**src/rtl/button_conditioner.sv**
```systemverilog
// ---------------------------------------------------------------------------
// button_conditioner
//
// Input stage for the icebreaker board designs. Turns raw, bouncing,
// asynchronous push-button pins into clean clock-aligned button levels plus
// single-cycle press/release pulses used downstream as step enables.
// Every channel is identical and fully independent of the others.
//
// Parameters:
//   width_p           number of button channels
//   sync_stages_p     synchronizer flop depth per channel (>= 2)
//   debounce_cycles_p consecutive samples the synchronized input must differ
//                     from the debounced level before that level flips (>= 1)
//
// Ports:
//   clk_i                  system clock (12 MHz on board)
//   reset_n_i              asynchronous active-low reset
//   button_async_unsafe_i  raw active-high button pins
//   button_o               debounced, synchronized level (1 = pressed)
//   press_o                one-cycle pulse on a debounced 0->1 transition
//   release_o              one-cycle pulse on a debounced 1->0 transition
// ---------------------------------------------------------------------------
module button_conditioner #(
   parameter int width_p           = 3,
   parameter int sync_stages_p     = 2,
   parameter int debounce_cycles_p = 120000
) (
   input  logic               clk_i,
   input  logic               reset_n_i,
   input  logic [width_p-1:0] button_async_unsafe_i,
   output logic [width_p-1:0] button_o,
   output logic [width_p-1:0] press_o,
   output logic [width_p-1:0] release_o
);

   localparam int CNT_W = $clog2(debounce_cycles_p + 1);
   localparam logic [CNT_W-1:0] CNT_LAST = CNT_W'(debounce_cycles_p - 1);
   localparam logic [CNT_W-1:0] CNT_ONE  = CNT_W'(1);

   localparam logic [0:0] STABLE  = 1'b0;
   localparam logic [0:0] PENDING = 1'b1;

   // Synchronizer chain for all channels; stage 0 captures the raw pins and
   // the last stage feeds the debouncers. Nothing sits between the stages so
   // each flop gets a full cycle to resolve metastability.
   logic [sync_stages_p-1:0][width_p-1:0] sync_r;
   logic [width_p-1:0]                    sync_s;

   always_ff @(posedge clk_i or negedge reset_n_i) begin
      if (!reset_n_i) begin
         sync_r <= '0;
      end else begin
         sync_r <= {sync_r[sync_stages_p-2:0], button_async_unsafe_i};
      end
   end

   assign sync_s = sync_r[sync_stages_p-1];

   for (genvar i = 0; i < width_p; i++) begin : g_chan
      logic [0:0]       state_r;
      logic [CNT_W-1:0] cnt_r;
      logic             lvl_r;
      logic             press_r;
      logic             release_r;

      // Debouncer: the level only flips once the synchronized input has
      // disagreed with it for debounce_cycles_p samples in a row. Any sample
      // that agrees again throws the pending change away and clears the
      // counter. The pulses are registered alongside the level so they line
      // up exactly with the cycle in which button_o shows its new value.
      always_ff @(posedge clk_i or negedge reset_n_i) begin
         if (!reset_n_i) begin
            state_r   <= STABLE;
            cnt_r     <= '0;
            lvl_r     <= 1'b0;
            press_r   <= 1'b0;
            release_r <= 1'b0;
         end else begin
            press_r   <= 1'b0;
            release_r <= 1'b0;
            case (state_r)
               STABLE: begin
                  if (sync_s[i] != lvl_r) begin
                     // A one-sample threshold has nothing to count, so the
                     // level follows the synchronizer directly.
                     if (debounce_cycles_p == 1) begin
                        lvl_r     <= sync_s[i];
                        press_r   <= sync_s[i];
                        release_r <= ~sync_s[i];
                     end else begin
                        cnt_r   <= CNT_ONE;
                        state_r <= PENDING;
                     end
                  end
               end
               PENDING: begin
                  if (sync_s[i] == lvl_r) begin
                     cnt_r   <= '0;
                     state_r <= STABLE;
                  end else if (cnt_r == CNT_LAST) begin
                     lvl_r     <= sync_s[i];
                     press_r   <= sync_s[i];
                     release_r <= ~sync_s[i];
                     cnt_r     <= '0;
                     state_r   <= STABLE;
                  end else begin
                     cnt_r <= cnt_r + CNT_ONE;
                  end
               end
               default: begin
                  cnt_r   <= '0;
                  state_r <= STABLE;
               end
            endcase
         end
      end

      assign button_o[i]  = lvl_r;
      assign press_o[i]   = press_r;
      assign release_o[i] = release_r;
   end

endmodule

```
**config.mk**
```make
export PLATFORM = sky130hd
export DESIGN_NAME = button_conditioner
export DESIGN_NICKNAME = d
export VERILOG_FILES = /design/src/rtl/button_conditioner.sv
export SDC_FILE = /design/constraint.sdc
export NUM_CORES = 1
export LEC_CHECK = 0
export ABC_CLOCK_PERIOD_IN_PS = 5920
export CAP_MARGIN = 25
export CORE_ASPECT_RATIO = 1.75
export CORE_MARGIN = 8
export CORE_UTILIZATION = 65
export DETAILED_ROUTE_END_ITERATION = 10
export PLACE_DENSITY_LB_ADDON = 0.2
export SETUP_SLACK_MARGIN = 0.5
export SYNTH_ARGS = -nofsm -noshare
export SYNTH_HDL_FRONTEND = slang
export SYNTH_SLANG_ARGS = --single-unit
```
**constraint.sdc**
```tcl
create_clock -name clk_i -period 5.92 [get_ports clk_i]
set_input_delay 1.776 -clock clk_i [delete_from_list [all_inputs] [get_ports clk_i]]
set_output_delay 1.776 -clock clk_i [all_outputs]
set_load 0.02 [all_outputs]
```
==> metrics.txt, run 1 <==
CTS Buf Count=9; # setup viols final=0; vias in the first global route=2880; Worst-Skew Late Latency=340 ps; async set or reset register ratio after synthesis=100%; Max Slew Vio Count=0; drt first-iter violations=256; post-CTS setup buffers=0; crit-path leading delay family=buffers and inverters; hold_buf cts=0; antenna viol nets, final=0; endpoints failing hold=0; worst path bufs/invs=1; minimum clock period after layout=3170 ps; initial antenna violation count=0; number of vias per cell=approximately 6.7; Starting Density=67.1%; Critical Path Source=g_chan[0].lvl_r; syn_area_per_cell=9.31 um^2; commonest non-fill, non-tap cell in the layout=dfrtp_1; Leak Pwr=0.00155 uW; crit path max fanout=5; P per Cell Area=about 260 nW/um^2; hold_sp=sync_r[0]; Syn Std Cell Area=3530 um^2; aggregate global-route resource usage=19.3%; hpwl dp=5.01 mm; CTS Sinks=69; n_diodes=0; Final Skew=5.61 ps; placed instance count=between 400 and 500; largest net degree at the start of global routing=36; Slew headroom=37.1%; syn_nets=387; status=finished, final reports clean; CP Launch Type=flop; clk slew on worst S/H paths=80 ps; r2r startpoint=g_chan[2].cnt_r[0]; Slowest-stage cell, CP=clkdlybuf4s50_1; Max-cap violations=0; Seq/Total Area, Yosys=just under 50%; synth unique cells=50; CTS tree=done; synthesized netlist cell count=around 380; YS warnings=0; fraction of layout cells with a size suffix above 1=7.46%; WP data required=4140 ps; first-pass GRT wire length=~13 mm; gp weighted congestion=0.818; Critical Path End Type=output port; post-layout net count=392; worst slew pin tran=between 900 and 1000 ps; Max Freq=315 MHz; post-cts sizing count=0; period utilisation layout=53.6%; final wirelength=around 7.2 mm; most frequent cells in the layout=dfrtp_1 (69), nand2_1 (44), o21ai_0 (28); largest area contributor in the netlist=dfrtp_1; Core Area=5260 um^2; final instance count without filler cells=roughly 440; unrepaired setup endpoints after global routing=false; crit-path cells=clkdlybuf4s50_1; Die X=71.7 um; DR WL/cell=~16 um; port buffer count=13; root buf cell=clkbuf_8; Clock Tree Buf Depth=2; WS Path Type=flop to output port; Ports=14; P&R area growth vs syn=7.73%; # DRC=0; area share of the largest cell type after synthesis=between 40% and 50%; Arrival @ worst endpoint=1390 ps; global route total overflow=0; H-tree Lvls=3; CP max stage delay=640 ps; Die ar.=8130 um^2; VDD IR max=236 uV; Synth area leaders=dfrtp_1 (49%), nand2_1 (4.7%), o21ai_0 (4.0%); Yosys reg bits=between 60 and 70; worst min path class=flop to flop; chip height=113 um; # rows=35; via count=2973; prevailing post-synth register cell=dfrtp_1; setup_tns=0 ps; number of synthesized flops with an enable pin=0; Initial DRT Pass Iterations=5
-- stage by stage --
stage	power, uW	worst slack [ps]	hold WS [ps]	utilization [%]	area [um^2]
2_1_floorplan	564	3590	331	-	3530
3_3_place_gp	587	3090	336	68.1	3580
3_5_place_dp	593	3070	340	68.1	3580
4_1_cts	986	2720	361	72.0	3780
5_1_grt	1020	2680	361	72.3	3800
6_report	976	2750	357	72.3	3800
-- state kept, by name, summed over array words and instances, names as in the netlist --
signal            flops
g_chan.state_r        3
g_chan.press_r        3
sync_r                3
g_chan.release_r      3
g_chan.cnt_r         51
sync_s                3
g_chan.lvl_r          3
-- cell usage after synthesis (5+ instances only) --
cell type  count
o21ai_0       28
and2_1         5
nor2_1        19
nand3_1       23
and3_1         8
nor3b_1        7
clkbuf_1       7
nor4_1         5
nand2_1       44
a31oi_1       21
nor3_1         7
a21oi_1       27
or3_1         14
buf_4          9
nand4_1       13
inv_1         12
dfrtp_1       69
-- final cells by class --
type                       count  area, um^2
tap                           55        68.8
clock inverter                 7        81.3
timing repair buffer          16         148
multi-input combinational    276        1610
sequential                    69        1730
inverter                      12        45.0
clock buffer                   9         124
fill                         403        1460
-- kinds of logic after synthesis --
kind of cell | share of synthesized area [%]
AO/OA/AOI/OAI | 16.7
XOR/XNOR | 0.993
adder cells (fa/ha/maj) | 1.06
buffers and inverters | 5.50
flip-flops | 49.0
multiplexers | 0.958
AND/OR/NAND/NOR | 25.8
-- power breakdown --
part	internal (uW)	switching [uW]
logic	25.2	43.4
registers	491	24.3
clock network	200	191
-- layer usage --
| metal | wire [um] | part of all wire [%] | global-route usage [%] |
|---|---|---|---|
| met3 | 355 | 4.9 | 3.95 |
| met2 | 3950 | 54 | 34.5 |
| met1 | 2820 | 39 | 20.9 |
| met5 | 0 | 0 | 0 |
| met4 | 118 | 1.6 | 8.78 |
-- final timing paths --
path | end | slack, ps | depth (start not counted)
min | sync_s[0] | 360 | 0
max reg2reg | g_chan[2].cnt_r[7] | 3400 | 6
max in group asynchronous | g_chan[1].release_r | 3510 | 2
min in group asynchronous | g_chan[0].cnt_r[6] | 1490 | 1
min reg2reg | sync_s[0] | 360 | 0
max | button_o[0] | 2750 | 1
(Power assumes the default switching activity.)
==> run 2, diff against run 1 <==
--- a/config.mk
+++ b/config.mk
@@ -5,11 +5,11 @@
 export SDC_FILE = /design/constraint.sdc
 export NUM_CORES = 1
 export LEC_CHECK = 0
-export ABC_CLOCK_PERIOD_IN_PS = 5920
+export ABC_CLOCK_PERIOD_IN_PS = 3300
 export CAP_MARGIN = 25
 export CORE_ASPECT_RATIO = 1.75
 export CORE_MARGIN = 8
-export CORE_UTILIZATION = 65
+export CORE_UTILIZATION = 60
 export DETAILED_ROUTE_END_ITERATION = 10
 export PLACE_DENSITY_LB_ADDON = 0.2
 export SETUP_SLACK_MARGIN = 0.5
==> constraint.sdc (replaced) <==
create_clock -name clk_i -period 3.3 [get_ports clk_i]
set_input_delay 0.99 -clock clk_i [delete_from_list [all_inputs] [get_ports clk_i]]
set_output_delay 0.99 -clock clk_i [all_outputs]
set_load 0.02 [all_outputs]
==> run 2 against run 1 <==
Utilization down 5.7 points. Largest cell class unchanged. Flip-flop and latch count did not move. Hold slack about the same. Highest routed layer unchanged.
==> metrics.txt, run 2 (synthesis gave the netlist of run 1 again) <==
status=finished, final reports clean (unchanged); grt met1 use=20.4% (was 20.9%); largest net degree at the start of global routing=41 (was 36); final wirelength=7.25 mm (about the same); Combinational Power Share=6.9% (was 7.0%); r2r setup slk=960 ps (was 3400 ps); CP Launch Type=flop (unchanged); setup_tns=0 ps (unchanged); VDD IR max=308 uV (was 236 uV); Arrival @ worst endpoint=1400 ps (was 1390 ps); WP data required=2310 ps (was 4140 ps); Max Slew Vio Count=0 (unchanged); CTS tree=done (unchanged); Initial DRT Pass Iterations=4 (was 5); post-layout instance area=3860 um^2 (was 3800 um^2); # DRC=0 (unchanged); number of vias per cell=6.14 (was 6.70); Max Freq=419 MHz; Critical Path End Type=output port (unchanged); vias in the first global route=2817 (was 2880); P&R area growth vs syn=9.33% (was 7.73%); worst slew pin tran=781 ps (was 940 ps); fraction of layout cells with a size suffix above 1=7.46% (unchanged); Slew headroom=47.5% (was 37.1%); Top reg by flops=g_chan.cnt_r (unchanged); DR WL/cell=15.5 um (was 16.3 um); Core Area=5790 um^2 (was 5260 um^2); most frequent cells in the layout=dfrtp_1 (69), nand2_1 (44), o21ai_0 (28) (unchanged); switching share of power=24.0% (was 26.5%); H-tree Lvls=3 (unchanged); GR Util met2=30.0% (was 34.5%); drt first-iter violations=205 (was 256); r2r startpoint=g_chan[2].cnt_r[0] (unchanged); crit path max fanout=5 (unchanged); Die X=74.0 um (was 71.7 um); Clock Tree Buf Depth=2 (unchanged); Top Usage Layer GRT=met2 (unchanged); Die ar.=8680 um^2 (was 8130 um^2); met3 Usage GRT=3.67% (was 3.95%); period utilisation layout=72.3%; root buf cell=clkbuf_8 (unchanged); port buffer count=13 (unchanged); gp weighted congestion=0.878 (was 0.818); hpwl dp=5.01 mm (about the same); WS Path Type=flop to output port (unchanged); aggregate global-route resource usage=18.3% (was 19.3%); sequential share of power=51.4% (was 52.9%); first-pass GRT wire length=12.6 mm (was 12.7 mm); CTS Sinks=69 (unchanged); max FFs per register=51 (unchanged); endpoints failing hold=0 (unchanged); Net Switching=432 uW (was 259 uW); post-layout net count=393 (was 392); Placed Area=3640 um^2 (was 3580 um^2); n_diodes=0 (unchanged); worst path bufs/invs=1 (unchanged); Max-cap violations=0 (unchanged); crit-path cells=clkdlybuf4s50_1 (unchanged); crit-path leading delay family=buffers and inverters (unchanged); minimum clock period after layout=around 2400 ps; # setup viols final=0 (unchanged); Worst-Skew Late Latency=360 ps (was 340 ps); Leak Pwr=0.00157 uW (was 0.00155 uW); Slowest-stage cell, CP=clkdlybuf4s50_1 (unchanged); chip height=117 um (was 113 um); initial antenna violation count=0 (unchanged); post-cts sizing count=0 (unchanged); via count=2868 (was 2973); hold_sp=sync_r[0] (unchanged); global route total overflow=0 (unchanged); CP max stage delay=630 ps (was 640 ps); CTS Buf Count=9 (unchanged); clk slew on worst S/H paths=70 ps (was 80 ps); hold_buf cts=0 (unchanged); Critical Path Source=g_chan[0].lvl_r (unchanged); internal power=1370 uW (was 717 uW); Ports=14 (unchanged); # rows=37 (was 35); Final Skew=6.41 ps (was 5.61 ps); post-CTS setup buffers=0 (unchanged); unrepaired setup endpoints after global routing=false (unchanged); clock group share of total power=41.8% (was 40.1%); antenna viol nets, final=0 (unchanged); commonest non-fill, non-tap cell in the layout=dfrtp_1 (unchanged); Starting Density=61.0% (was 67.1%); P per Cell Area=466 nW/um^2 (was 257 nW/um^2); worst min path class=flop to flop (unchanged)
[run 2: routing by layer]
layer	vias to the layer above	wire [um]
li1	1403	-
met1	1397	2870
met2	54	3970
met3	14	206
met4	0	205
met5	-	0
[run 2: area by class of cell]
type,instances,area (um^2)
Tap cell,78,97.6
Multi-Input combinational cell,276,1610
Sequential cell,69,1730
Inverter,12,45.0
Timing Repair Buffer,17,168
Clock buffer,10,138
Fill cell,493,1930
Clock inverter,5,75.1
[run 2: worst paths after layout]
| path | to | depth (start not counted) |
|---|---|---|
| max | button_o[0] | 1 |
| max in group asynchronous | g_chan[1].lvl_r | 2 |
| min | sync_s[0] | 0 |
| min reg2reg | sync_s[0] | 0 |
| max reg2reg | g_chan[2].cnt_r[7] | 6 |
| min in group asynchronous | g_chan[0].cnt_r[15] | 1 |
[run 2: power by group through the flow]
stage | Clock, uW | Sequential, uW | Combinational [uW]
after floorplan | 0 | 929 | 82.8
after global placement | 0 | 937 | 120
after detailed placement | 0 | 939 | 125
after CTS | 766 | 923 | 125
after global routing | 793 | 928 | 141
final | 751 | 924 | 124
[run 2: per-stage QoR]
step / hold slack [ps] / std cells / worst slack [ps] / util, % / power (uW)
floorplan: 331 / 379 / 1200 / - / 1010
global placement: 334 / 451 / 1010 / 62.8 / 1060
detailed placement: 343 / 451 / 961 / 62.8 / 1060
CTS: 360 / 466 / 889 / 66.5 / 1810
global route: 374 / 467 / 640 / 66.6 / 1860
finish: 357 / 467 / 915 / 66.6 / 1800
